[src/rtl/pool_vector_builder_if.sv]
// ---------------------------------------------------------------------------
// pool_vector_builder_if
//   Bundles the pixel input stream and the pooled-vector output stream of
//   pool_vector_builder.
//
//   Handshake rule for both streams: a transfer happens on a rising clk edge
//   where valid && ready are both 1. The producer holds its valid and data
//   stable until that transfer. ready may depend on the producer's in_last
//   but never on its valid.
//
//   Signals
//     in_valid      pixel/in_last valid (producer -> block)
//     in_ready      block accepts the pixel this cycle
//     in_pixel      unsigned pixel
//     in_last       final pixel of the frame
//     out_valid     pooled_array/out_count valid (block -> consumer)
//     out_ready     consumer accepts the vector this cycle
//     pooled_array  pooled values, slot 0 = first window
//     out_count     number of meaningful slots (1..NUM_OUT)
//
//   Modports
//     master  the side that feeds pixels in and consumes vectors
//     slave   the pool_vector_builder block itself
// ---------------------------------------------------------------------------
interface pool_vector_builder_if #(
    parameter int NUM_OUT = 8,
    parameter int PIX_W   = 8,
    parameter int CNT_W   = $clog2(NUM_OUT + 1)
) ();
    logic                             in_valid;
    logic                             in_ready;
    logic [PIX_W-1:0]                 in_pixel;
    logic                             in_last;
    logic                             out_valid;
    logic                             out_ready;
    logic [NUM_OUT-1:0][PIX_W-1:0]    pooled_array;
    logic [CNT_W-1:0]                 out_count;

    modport master (
        output in_valid, in_pixel, in_last, out_ready,
        input  in_ready, out_valid, pooled_array, out_count
    );

    modport slave (
        input  in_valid, in_pixel, in_last, out_ready,
        output in_ready, out_valid, pooled_array, out_count
    );
endinterface

[src/rtl/pool_vector_builder.sv]
// ---------------------------------------------------------------------------
// pool_vector_builder
//   Max-pools every POOL_W consecutive unsigned pixels into one value and
//   packs NUM_OUT pooled values into a vector. A frame-final pixel (in_last)
//   closes both the current window and the current vector early. Vectors are
//   built in an assembly buffer and copied into a separate output register,
//   so the next vector can be assembled while the previous one is held.
//
//   Ports
//     clk    rising-edge clock
//     rst_n  asynchronous active-low reset
//     bus    pool_vector_builder_if.slave (pixel in, vector out)
// ---------------------------------------------------------------------------
module pool_vector_builder #(
    parameter int POOL_W  = 2,
    parameter int NUM_OUT = 8,
    parameter int PIX_W   = 8
) (
    input  logic                  clk,
    input  logic                  rst_n,
    pool_vector_builder_if.slave  bus
);
    localparam int CNT_W = $clog2(NUM_OUT + 1);
    localparam int WC_W  = (POOL_W  > 1) ? $clog2(POOL_W)  : 1;
    localparam int SL_W  = (NUM_OUT > 1) ? $clog2(NUM_OUT) : 1;

    logic [PIX_W-1:0]              win_max;
    logic [WC_W-1:0]               win_cnt;
    logic [SL_W-1:0]               slot_cnt;
    logic [NUM_OUT-1:0][PIX_W-1:0] asm_buf;

    logic                          out_valid_q;
    logic [NUM_OUT-1:0][PIX_W-1:0] out_arr_q;
    logic [CNT_W-1:0]              out_cnt_q;

    logic                          win_last;
    logic                          slot_last;
    logic                          out_free;
    logic                          closing;
    logic                          in_ready_c;
    logic                          accept;
    logic                          win_close;
    logic                          vec_close;
    logic [PIX_W-1:0]              cur;
    logic [NUM_OUT-1:0][PIX_W-1:0] next_vec;

    assign win_last  = (win_cnt  == WC_W'(POOL_W - 1));
    assign slot_last = (slot_cnt == SL_W'(NUM_OUT - 1));

    // The output register can take a new vector if it is empty or being
    // drained this very cycle.
    assign out_free  = !out_valid_q || bus.out_ready;

    // Only a pixel that would close a vector needs the output register, so
    // only such a pixel (full vector or in_last) can be stalled. Ready is
    // held low while reset is asserted.
    assign closing    = slot_last && win_last;
    assign in_ready_c = rst_n && (out_free || (!closing && !bus.in_last));

    assign accept    = bus.in_valid && in_ready_c;
    assign win_close = win_last || bus.in_last;
    assign vec_close = win_close && (slot_last || bus.in_last);

    // First pixel of a window starts the max afresh; ties keep the value.
    assign cur = (win_cnt == '0) ? bus.in_pixel
               : ((bus.in_pixel > win_max) ? bus.in_pixel : win_max);

    // Vector as it will be presented: filled slots, the closing value in
    // the current slot, zeros above it.
    always_comb begin
        next_vec = '0;
        for (int i = 0; i < NUM_OUT; i++) begin
            if (i < int'(slot_cnt)) begin
                next_vec[i] = asm_buf[i];
            end else if (i == int'(slot_cnt)) begin
                next_vec[i] = cur;
            end
        end
    end

    // Window and assembly state.
    always_ff @(posedge clk or negedge rst_n) begin
        if (!rst_n) begin
            win_max  <= '0;
            win_cnt  <= '0;
            slot_cnt <= '0;
            asm_buf  <= '0;
        end else if (accept) begin
            if (win_close) begin
                win_cnt <= '0;
                if (vec_close) begin
                    slot_cnt <= '0;
                    asm_buf  <= '0;
                end else begin
                    asm_buf[slot_cnt] <= cur;
                    slot_cnt          <= slot_cnt + SL_W'(1);
                end
            end else begin
                win_max <= cur;
                win_cnt <= win_cnt + WC_W'(1);
            end
        end
    end

    // Output register. A vector closing in the same cycle as a drain
    // replaces the drained one, keeping out_valid high without a bubble.
    always_ff @(posedge clk or negedge rst_n) begin
        if (!rst_n) begin
            out_valid_q <= 1'b0;
            out_arr_q   <= '0;
            out_cnt_q   <= '0;
        end else if (accept && vec_close) begin
            out_valid_q <= 1'b1;
            out_arr_q   <= next_vec;
            out_cnt_q   <= CNT_W'(slot_cnt) + CNT_W'(1);
        end else if (out_valid_q && bus.out_ready) begin
            out_valid_q <= 1'b0;
        end
    end

    assign bus.in_ready     = in_ready_c;
    assign bus.out_valid    = out_valid_q;
    assign bus.pooled_array = out_arr_q;
    assign bus.out_count    = out_cnt_q;

endmodule
[src/flat_wrapper.sv]
// flat-port wrapper written by rule: the top's interface ports become plain ports
module pool_vector_builder_flat 
#(
    parameter int POOL_W  = 2,
    parameter int NUM_OUT = 8,
    parameter int PIX_W   = 8
)
  (clk, rst_n, bus_in_valid, bus_in_pixel, bus_in_last, bus_out_ready, bus_in_ready, bus_out_valid, bus_pooled_array, bus_out_count);
  pool_vector_builder_if #(.NUM_OUT(NUM_OUT), .PIX_W(PIX_W)) bus_i ();
  input  logic clk;
  input  logic rst_n;
  input wire logic [$bits(bus_i.in_valid)-1:0] bus_in_valid;
  input wire logic [$bits(bus_i.in_pixel)-1:0] bus_in_pixel;
  input wire logic [$bits(bus_i.in_last)-1:0] bus_in_last;
  input wire logic [$bits(bus_i.out_ready)-1:0] bus_out_ready;
  output wire logic [$bits(bus_i.in_ready)-1:0] bus_in_ready;
  output wire logic [$bits(bus_i.out_valid)-1:0] bus_out_valid;
  output wire logic [$bits(bus_i.pooled_array)-1:0] bus_pooled_array;
  output wire logic [$bits(bus_i.out_count)-1:0] bus_out_count;
  assign bus_i.in_valid = bus_in_valid;
  assign bus_i.in_pixel = bus_in_pixel;
  assign bus_i.in_last = bus_in_last;
  assign bus_i.out_ready = bus_out_ready;
  assign bus_in_ready = bus_i.in_ready;
  assign bus_out_valid = bus_i.out_valid;
  assign bus_pooled_array = bus_i.pooled_array;
  assign bus_out_count = bus_i.out_count;
  pool_vector_builder #(.POOL_W(POOL_W), .NUM_OUT(NUM_OUT), .PIX_W(PIX_W)) u_core (.clk(clk), .rst_n(rst_n), .bus(bus_i));
endmodule
[config.mk]
export PLATFORM = sky130hd
export DESIGN_NAME = pool_vector_builder_flat
export DESIGN_NICKNAME = d
export VERILOG_FILES = /design/src/rtl/pool_vector_builder_if.sv /design/src/rtl/pool_vector_builder.sv /design/src/flat_wrapper.sv
export SDC_FILE = /design/constraint.sdc
export NUM_CORES = 1
export LEC_CHECK = 0
export ABC_AREA = 0
export CORE_MARGIN = 4
export CORE_UTILIZATION = 50
export CTS_BUF_LIST = sky130_fd_sc_hd__clkbuf_8
export CTS_CLUSTER_DIAMETER = 80
export DETAILED_ROUTE_END_ITERATION = 8
export GPL_TIMING_DRIVEN = 0
export PLACE_DENSITY = 0.84
export SETUP_SLACK_MARGIN = 0.5
export SLEW_MARGIN = 40
export SYNTH_ARGS = -nofsm -noshare
export SYNTH_HDL_FRONTEND = slang
export SYNTH_SLANG_ARGS = --single-unit
[constraint.sdc]
create_clock -name clk -period 2.85 [get_ports clk]
set_input_delay 0.285 -clock clk [delete_from_list [all_inputs] [get_ports clk]]
set_output_delay 0.285 -clock clk [all_outputs]
set_load 0.02 [all_outputs]
==> results.txt, run 1 <==
largest cells by area after synthesis -> dfrtp_1, a221o_1, and3_1, a21oi_1, o21ai_0
flop2flop setup slack -> 0.46 ns
DP Worst Slack -> -0.251 ns
# diodes -> 0
VDD IR max -> 0.415 mV
CTS tree -> yes
global router's overall resource usage -> 26.2%
Final Instance Count excl. Fillers -> 842
Vias -> 5323
area grow syn2layout -> 35.0%
ys flop type -> dfrtp_1
Root Driver -> clkbuf_8
DRT antenna net count -> 0
crit start category -> flop
# rows -> 40
H-tree levels -> 4
global route overflow -> 0
syn_area_per_cell -> 11.2 µm²
area occupied by registers -> 3430 µm²
hold slack -> -0.164 ns
Fill cells -> 835
Die Y -> 118 µm
Worst-path clk slew -> 0.08 ns
flops & latches, synth -> 137
failing checks -> negative hold slack
CP max stage delay -> 0.39 ns
first-pass GRT wire length -> 28.6 mm
leakage -> 3.80 nW
fin crit share -> 83.9%
Yosys top cell by area -> dfrtp_1
Ys Warns -> 0
Power Dens Cells -> 821 nW/µm²
Post-Syn Area -> 6090 µm²
count leader, synth -> dfrtp_1
Starting Density -> 50.9%
area of the multi-input gates -> 2720 µm²
placer congestion estimate -> 0.912
CP max FO -> 8
initial DRC count -> 524
Synth top area share -> 56.3%
Post-synth EDFFs -> 0
Worst Tran Pin Value -> 0.919 ns
reg2reg end -> u_core.bus.pooled_array[25]$_DFFE_PN0P_
Synth cell types -> 39
drt pass-1 iters -> 6
syn_nets -> 573
initial antenna violation count -> 0
Fin Setup TNS -> 0 ns
num ports -> 83
HP Class -> input port to asynchronous set/reset pin
Post-Syn Instances -> 546
Slew Viols, Final -> 0
FMAX -> 418 MHz
Placed Instances -> 776
CTS Buf Count -> 17
CP cell instances -> inv_1 > ha_1 > nand4_1 > nand2b_1 > a21o_1 > nand3_4 > buf_12 > mux2_4 > a221o_1
number of port buffers -> 81
Worst Skew -> 0.0115 ns
critical path capture point type -> flop
post-DP HPWL -> 11.3 mm
Crit path arrival time -> 2.71 ns
fin nets -> 709
outcome -> complete, but fails checks
top cells by count, synth -> dfrtp_1, nand2_1, a21oi_1, o21ai_0, nor2_1
CP top delay family -> compound AO/OA/AOI/OAI gates
R2R Path Start -> u_core.win_max[6]$_DFFE_PN0P_
share of layout cells above drive strength 1 -> 20.3%
Worst EP required -> 3.17 ns
Critical-path top delay cell -> dfrtp_1
max cap viols -> 0
RSZ-0062 raised after global routing -> true
vias per cell -> 6.32
clock tree buffer depth -> 2
Slew headroom -> 38.5%
Buf/Inv on CP -> 2
sequential area share after synthesis -> 56.3%
DRC Markers -> 0
die area -> 14000 µm²
Placeable Area -> 12000 µm²
largest net degree at the start of global routing -> 83
clock sink count -> 137
Hold Vio Cnt, Final -> 81
R2R depth -> 9
Tot Pwr -> 6.75 mW
Setup violations, final -> 0
Post-synth ARST share -> 100%
vias in the first global route -> 5308
die width -> 118 µm
crit path time final -> 2.39 ns
Final WS setup -> 0.459 ns
crit path kind -> flop to flop
Total Wirelength -> 18.6 mm
wire length per cell -> 22.0 µm
clk_lat worst skew -> 0.44 ns
[per-stage QoR]
stage / cell area, µm² / util (%)
after floorplan: 6090 / -
final: 8220 / 68.7
after detailed placement: 7150 / 59.8
after global placement: 7080 / 59.2
after CTS: 7870 / 65.8
after global routing: 8220 / 68.7
[layout by cell type, fill, tap and decap left out, types with 5 or more instances in the layout]
master / netlist / routed
clkinv_2: 0 / 5
o21ai_0: 46 / 32
buf_6: 3 / 5
o22ai_1: 24 / 18
mux2i_4: 0 / 8
buf_4: 1 / 28
and3_1: 37 / 37
a21oi_1: 46 / 46
nand2_1: 48 / 48
o2bb2ai_1: 8 / 8
a221o_1: 24 / 24
o21ai_1: 3 / 14
clkdlybuf4s50_1: 0 / 77
buf_12: 0 / 12
clkbuf_1: 15 / 8
inv_1: 13 / 17
clkbuf_2: 0 / 6
dfrtp_1: 137 / 134
a22o_1: 24 / 24
nor2_1: 39 / 38
ha_1: 14 / 10
clkbuf_8: 0 / 20
o22ai_2: 0 / 6
[flip-flops by register name, summed over array words and instances, names as in the netlist]
register and cells:
u_core.asm_buf 56, u_core.bus.out_count 4, u_core.bus.out_valid 1, u_core.bus.pooled_array 64, u_core.slot_cnt 3, u_core.win_cnt 1
u_core.win_max 8
[cells by family after synthesis]
group / after synthesis / synth area share, %
fa+ha+maj: 14 / 2.88
buf+inv: 42 / 3.23
mux: 16 / 3.41
flops: 137 / 56.3
compound gates: 188 / 21.6
simple gates: 149 / 12.6
[area by class of cell]
| cell class | count | share of cell area (%) |
|---|---|---|
| well taps | 147 | 2.24 |
| flip-flops and latches | 137 | 41.8 |
| multi-input cells | 367 | 33.1 |
| repair buffers | 117 | 15.4 |
| clock buffers | 20 | 3.35 |
| clock inverters | 12 | 1.04 |
| plain buffers | 29 | 2.57 |
| inverters | 13 | 0.594 |
[power by group]
group          total [mW]  switching [mW]  internal, mW
Sequential           2.57           0.250          2.32
Clock                1.46           0.727         0.738
Combinational        2.71            1.52          1.19
Total                6.75            2.50          4.25
[worst register-to-register path, cell delays in order, from the launching register on]
cell and delay [ns]:
dfrtp_1 0.39, inv_1 0.06, ha_1 0.29, nand4_1 0.15, nand2b_1 0.19, a21o_1 0.19
nand3_4 0.14, buf_12 0.16, mux2_4 0.37, a221o_1 0.33
[worst max path at each step]
stage / end / slack [ns] / start / depth (start not counted)
2_1_floorplan: u_core.asm_buf[32]$_DFFE_PN0P_ / 0.52 / u_core.slot_cnt[0]$_DFFE_PN0P_ / 8
3_3_place_gp: u_core.bus.pooled_array[63]$_DFFE_PN0P_ / -4.10 / rst_n / 6
5_1_grt: u_core.asm_buf[50]$_DFFE_PN0P_ / 0.41 / u_core.win_max[7]$_DFFE_PN0P_ / 10
6_report: u_core.bus.pooled_array[25]$_DFFE_PN0P_ / 0.46 / u_core.win_max[6]$_DFFE_PN0P_ / 9
4_1_cts: u_core.bus.pooled_array[18]$_DFFE_PN0P_ / 0.52 / u_core.slot_cnt[1]$_DFFE_PN0P_ / 8
3_5_place_dp: u_core.bus.pooled_array[62]$_DFFE_PN0P_ / -0.25 / bus_in_pixel[7] / 9
[routing by layer]
metal  global-route usage, %  up-vias  share of wire, %
li1                        -     2302                 -
met1                    32.6     2645                38
met2                    41.4      312                48
met3                    7.80       64               9.0
met4                    13.6        0               4.3
met5                       0        -                 0
[repair_timing]
| item | in CTS | in global routing |
|---|---|---|
| endpoints found under the setup margin | 135 | 131 |
| setup buffers | 22 | 12 |
| gates resized for setup | 24 | 69 |
| pin swaps | 2 | 4 |
| hold endpoints to repair | 81 | 81 |
Note: power is estimated with default switching activity, not from simulation.
==> run 2: changes to the inputs <==
--- a/config.mk
+++ b/config.mk
@@ -12,7 +12,7 @@
 export CTS_CLUSTER_DIAMETER = 80
 export DETAILED_ROUTE_END_ITERATION = 8
 export GPL_TIMING_DRIVEN = 0
-export PLACE_DENSITY = 0.84
+export PLACE_DENSITY = 0.87
 export SETUP_SLACK_MARGIN = 0.5
 export SLEW_MARGIN = 40
 export SYNTH_ARGS = -nofsm -noshare
==> constraint.sdc (replaced) <==
create_clock -name clk -period 2.1 [get_ports clk]
set_input_delay 0.21 -clock clk [delete_from_list [all_inputs] [get_ports clk]]
set_output_delay 0.21 -clock clk [all_outputs]
set_load 0.02 [all_outputs]
==> results.txt, run 2 (synthesis results as in run 1) <==
outcome -> complete, but fails checks
failing checks -> design-rule violations, negative hold slack, negative setup slack
R2R Path Start -> u_core.win_max[1]$_DFFE_PN0P_
Core Util, Final -> 80.3%
GR Layer Usage met3 -> 11.9%
max cap viols -> 0
clk_lat worst skew -> 0.47 ns
H-tree levels -> 4
HP Class -> input port to asynchronous set/reset pin
GR Layer Usage met1 -> 41.8%
sequential power share -> 33.8%
hold slack -> -0.123 ns
CP top delay family -> buffers and inverters
num ports -> 83
Crit path arrival time -> 2.83 ns
Critical-path top delay cell -> dfrtp_1
# rows -> 40
global route overflow -> 0
VDD IR max -> 0.569 mV
global router's overall resource usage -> 34.5%
post-DP HPWL -> 11.9 mm
wire length per cell -> 29.8 µm
Final Instance Count excl. Fillers -> 883
Hold Vio Cnt, Final -> 77
FMAX -> 407 MHz
crit start category -> flop
P_sw -> 4.28 mW
Root Driver -> clkbuf_8
CTS tree -> yes
max reg flops -> 64
flop2flop setup slack -> -0.36 ns
Power Dens Cells -> 1100 nW/µm²
Setup violations, final -> 133
area grow syn2layout -> 57.7%
Placed Instances -> 776
most common cell after layout, fill and taps aside -> dfrtp_1
# diodes -> 0
Worst Tran Pin Value -> 0.863 ns
CP cell instances -> inv_1 > ha_4 > nand4_1 > nand2b_1 > a21o_1 > nand3_4 > buf_12 > buf_12 > buf_12 > mux2i_4 > buf_6 > o22ai_2
clock tree buffer depth -> 2
Slew headroom -> 42.1%
most frequent cells in the layout -> dfrtp_1, dlygate4sd2_1, nand2_1, o21ai_2, nor2_1
Placeable Area -> 12000 µm²
number of port buffers -> 81
initial antenna violation count -> 0
DRC Markers -> 2
RSZ-0062 raised after global routing -> true
Buf/Inv on CP -> 5
initial DRC count -> 831
switching portion of total power -> 40.7%
crit path time final -> 2.46 ns
Total Wirelength -> 26.3 mm
placer congestion estimate -> 0.909
Worst EP required -> 2.47 ns
CP max stage delay -> 0.39 ns
DRT antenna net count -> 0
Vias -> 6252
die width -> 118 µm
Slew Viols, Final -> 0
cts hold-fix bufs -> 3
CTS Buf Count -> 17
fin crit share -> 117%
vias per cell -> 7.08
Int Power -> 6.24 mW
Worst Skew -> 0.0186 ns
share of layout cells above drive strength 1 -> 40.5%
leakage -> 4.58 nW
Comb pwr share -> 43.5%
Starting Density -> 50.9%
CP max FO -> 7
Clock power frac -> 22.6%
die area -> 14000 µm²
crit path kind -> flop to flop
fin nets -> 750
vias in the first global route -> 6348
global route hottest layer -> met2
met2 Track Usage GR -> 52.8%
largest net degree at the start of global routing -> 71
drt pass-1 iters -> 9
Fin Setup TNS -> -29.73 ns
Final WS setup -> -0.355 ns
reg2reg end -> u_core.bus.pooled_array[35]$_DFFE_PN0P_
R2R depth -> 12
Tot Pwr -> 10.5 mW
most numerous cell on the critical path -> buf_12
Worst-path clk slew -> 0.10 ns
first-pass GRT wire length -> 37.0 mm
Die Y -> 118 µm
clock sink count -> 137
critical path capture point type -> flop
[run 2: cell types whose count changed in the layout (fill, tap and decap cells not counted), moves of 18 or more]
cell / before / now
o21ai_0: 32 / 0
clkdlybuf4s50_1: 77 / 10
dlygate4sd2_1: 1 / 69
a21oi_1: 46 / 28
buf_6: 5 / 34
o21ai_2: 3 / 36
[run 2: worst max-delay path by stage]
stage	endpoint	slack (ns)	cells past startpoint	from
final	u_core.bus.pooled_array[35]$_DFFE_PN0P_	-0.36	12	u_core.win_max[1]$_DFFE_PN0P_
after global routing	u_core.bus.pooled_array[35]$_DFFE_PN0P_	-0.39	12	u_core.win_max[1]$_DFFE_PN0P_
after CTS	u_core.bus.pooled_array[24]$_DFFE_PN0P_	-0.14	9	u_core.win_max[5]$_DFFE_PN0P_
after detailed placement	u_core.asm_buf[24]$_DFFE_PN0P_	-0.96	9	bus_in_pixel[4]
after global placement	u_core.slot_cnt[0]$_DFFE_PN0P_	-4.64	1	rst_n
after floorplan	u_core.bus.pooled_array[17]$_DFFE_PN0P_	-0.03	9	u_core.win_max[1]$_DFFE_PN0P_
[run 2: layout make-up]
cell class                 count  area [µm²]
buffer                        29         315
clock buffer                  17         234
clock inverter                15         180
fill                         534        2360
inverter                      13        48.8
multi-input combinational    367        3320
sequential                   137        3430
tap                          147         184
timing repair buffer         158        1890
[run 2: timing repair]
item | 4_1_cts | 5_1_grt
pin swaps | 78 | 30
setup buffers | 52 | 10
gates cloned | 8 | 2
gates resized for setup | 293 | 50
hold endpoints to repair | 90 | 66
setup endpoints to repair | 207 | 138
[run 2: tightest hold or removal path: cells and delay by family]
kind | cells | cell delay, ns
buffers and inverters | 4 | 0.53
[run 2: layer usage]
metal,up-vias,share of wire [%],wire (µm)
li1,2384,-,-
met1,3026,34,9040
met3,196,13,3310
met4,0,7.4,1950
met2,646,46,12000
met5,-,0,0
[run 2: power by group through the flow]
| stage | registers, mW | logic, mW | clock network [mW] |
|---|---|---|---|
| 2_1_floorplan | 3.91 | 1.28 | 0 |
| 3_3_place_gp | 3.55 | 2.85 | 0 |
| 3_5_place_dp | 3.58 | 3.00 | 0 |
| 4_1_cts | 3.46 | 4.02 | 2.25 |
| 5_1_grt | 3.59 | 4.70 | 2.43 |
| 6_report | 3.56 | 4.58 | 2.38 |
[run 2: through the flow]
stage / area (µm²) / setup WS, ns
2_1_floorplan: 6220 / -0.0332
3_3_place_gp: 7210 / -4.64
3_5_place_dp: 7290 / -0.963
4_1_cts: 9260 / -0.142
5_1_grt: 9600 / -0.389
6_report: 9600 / -0.355
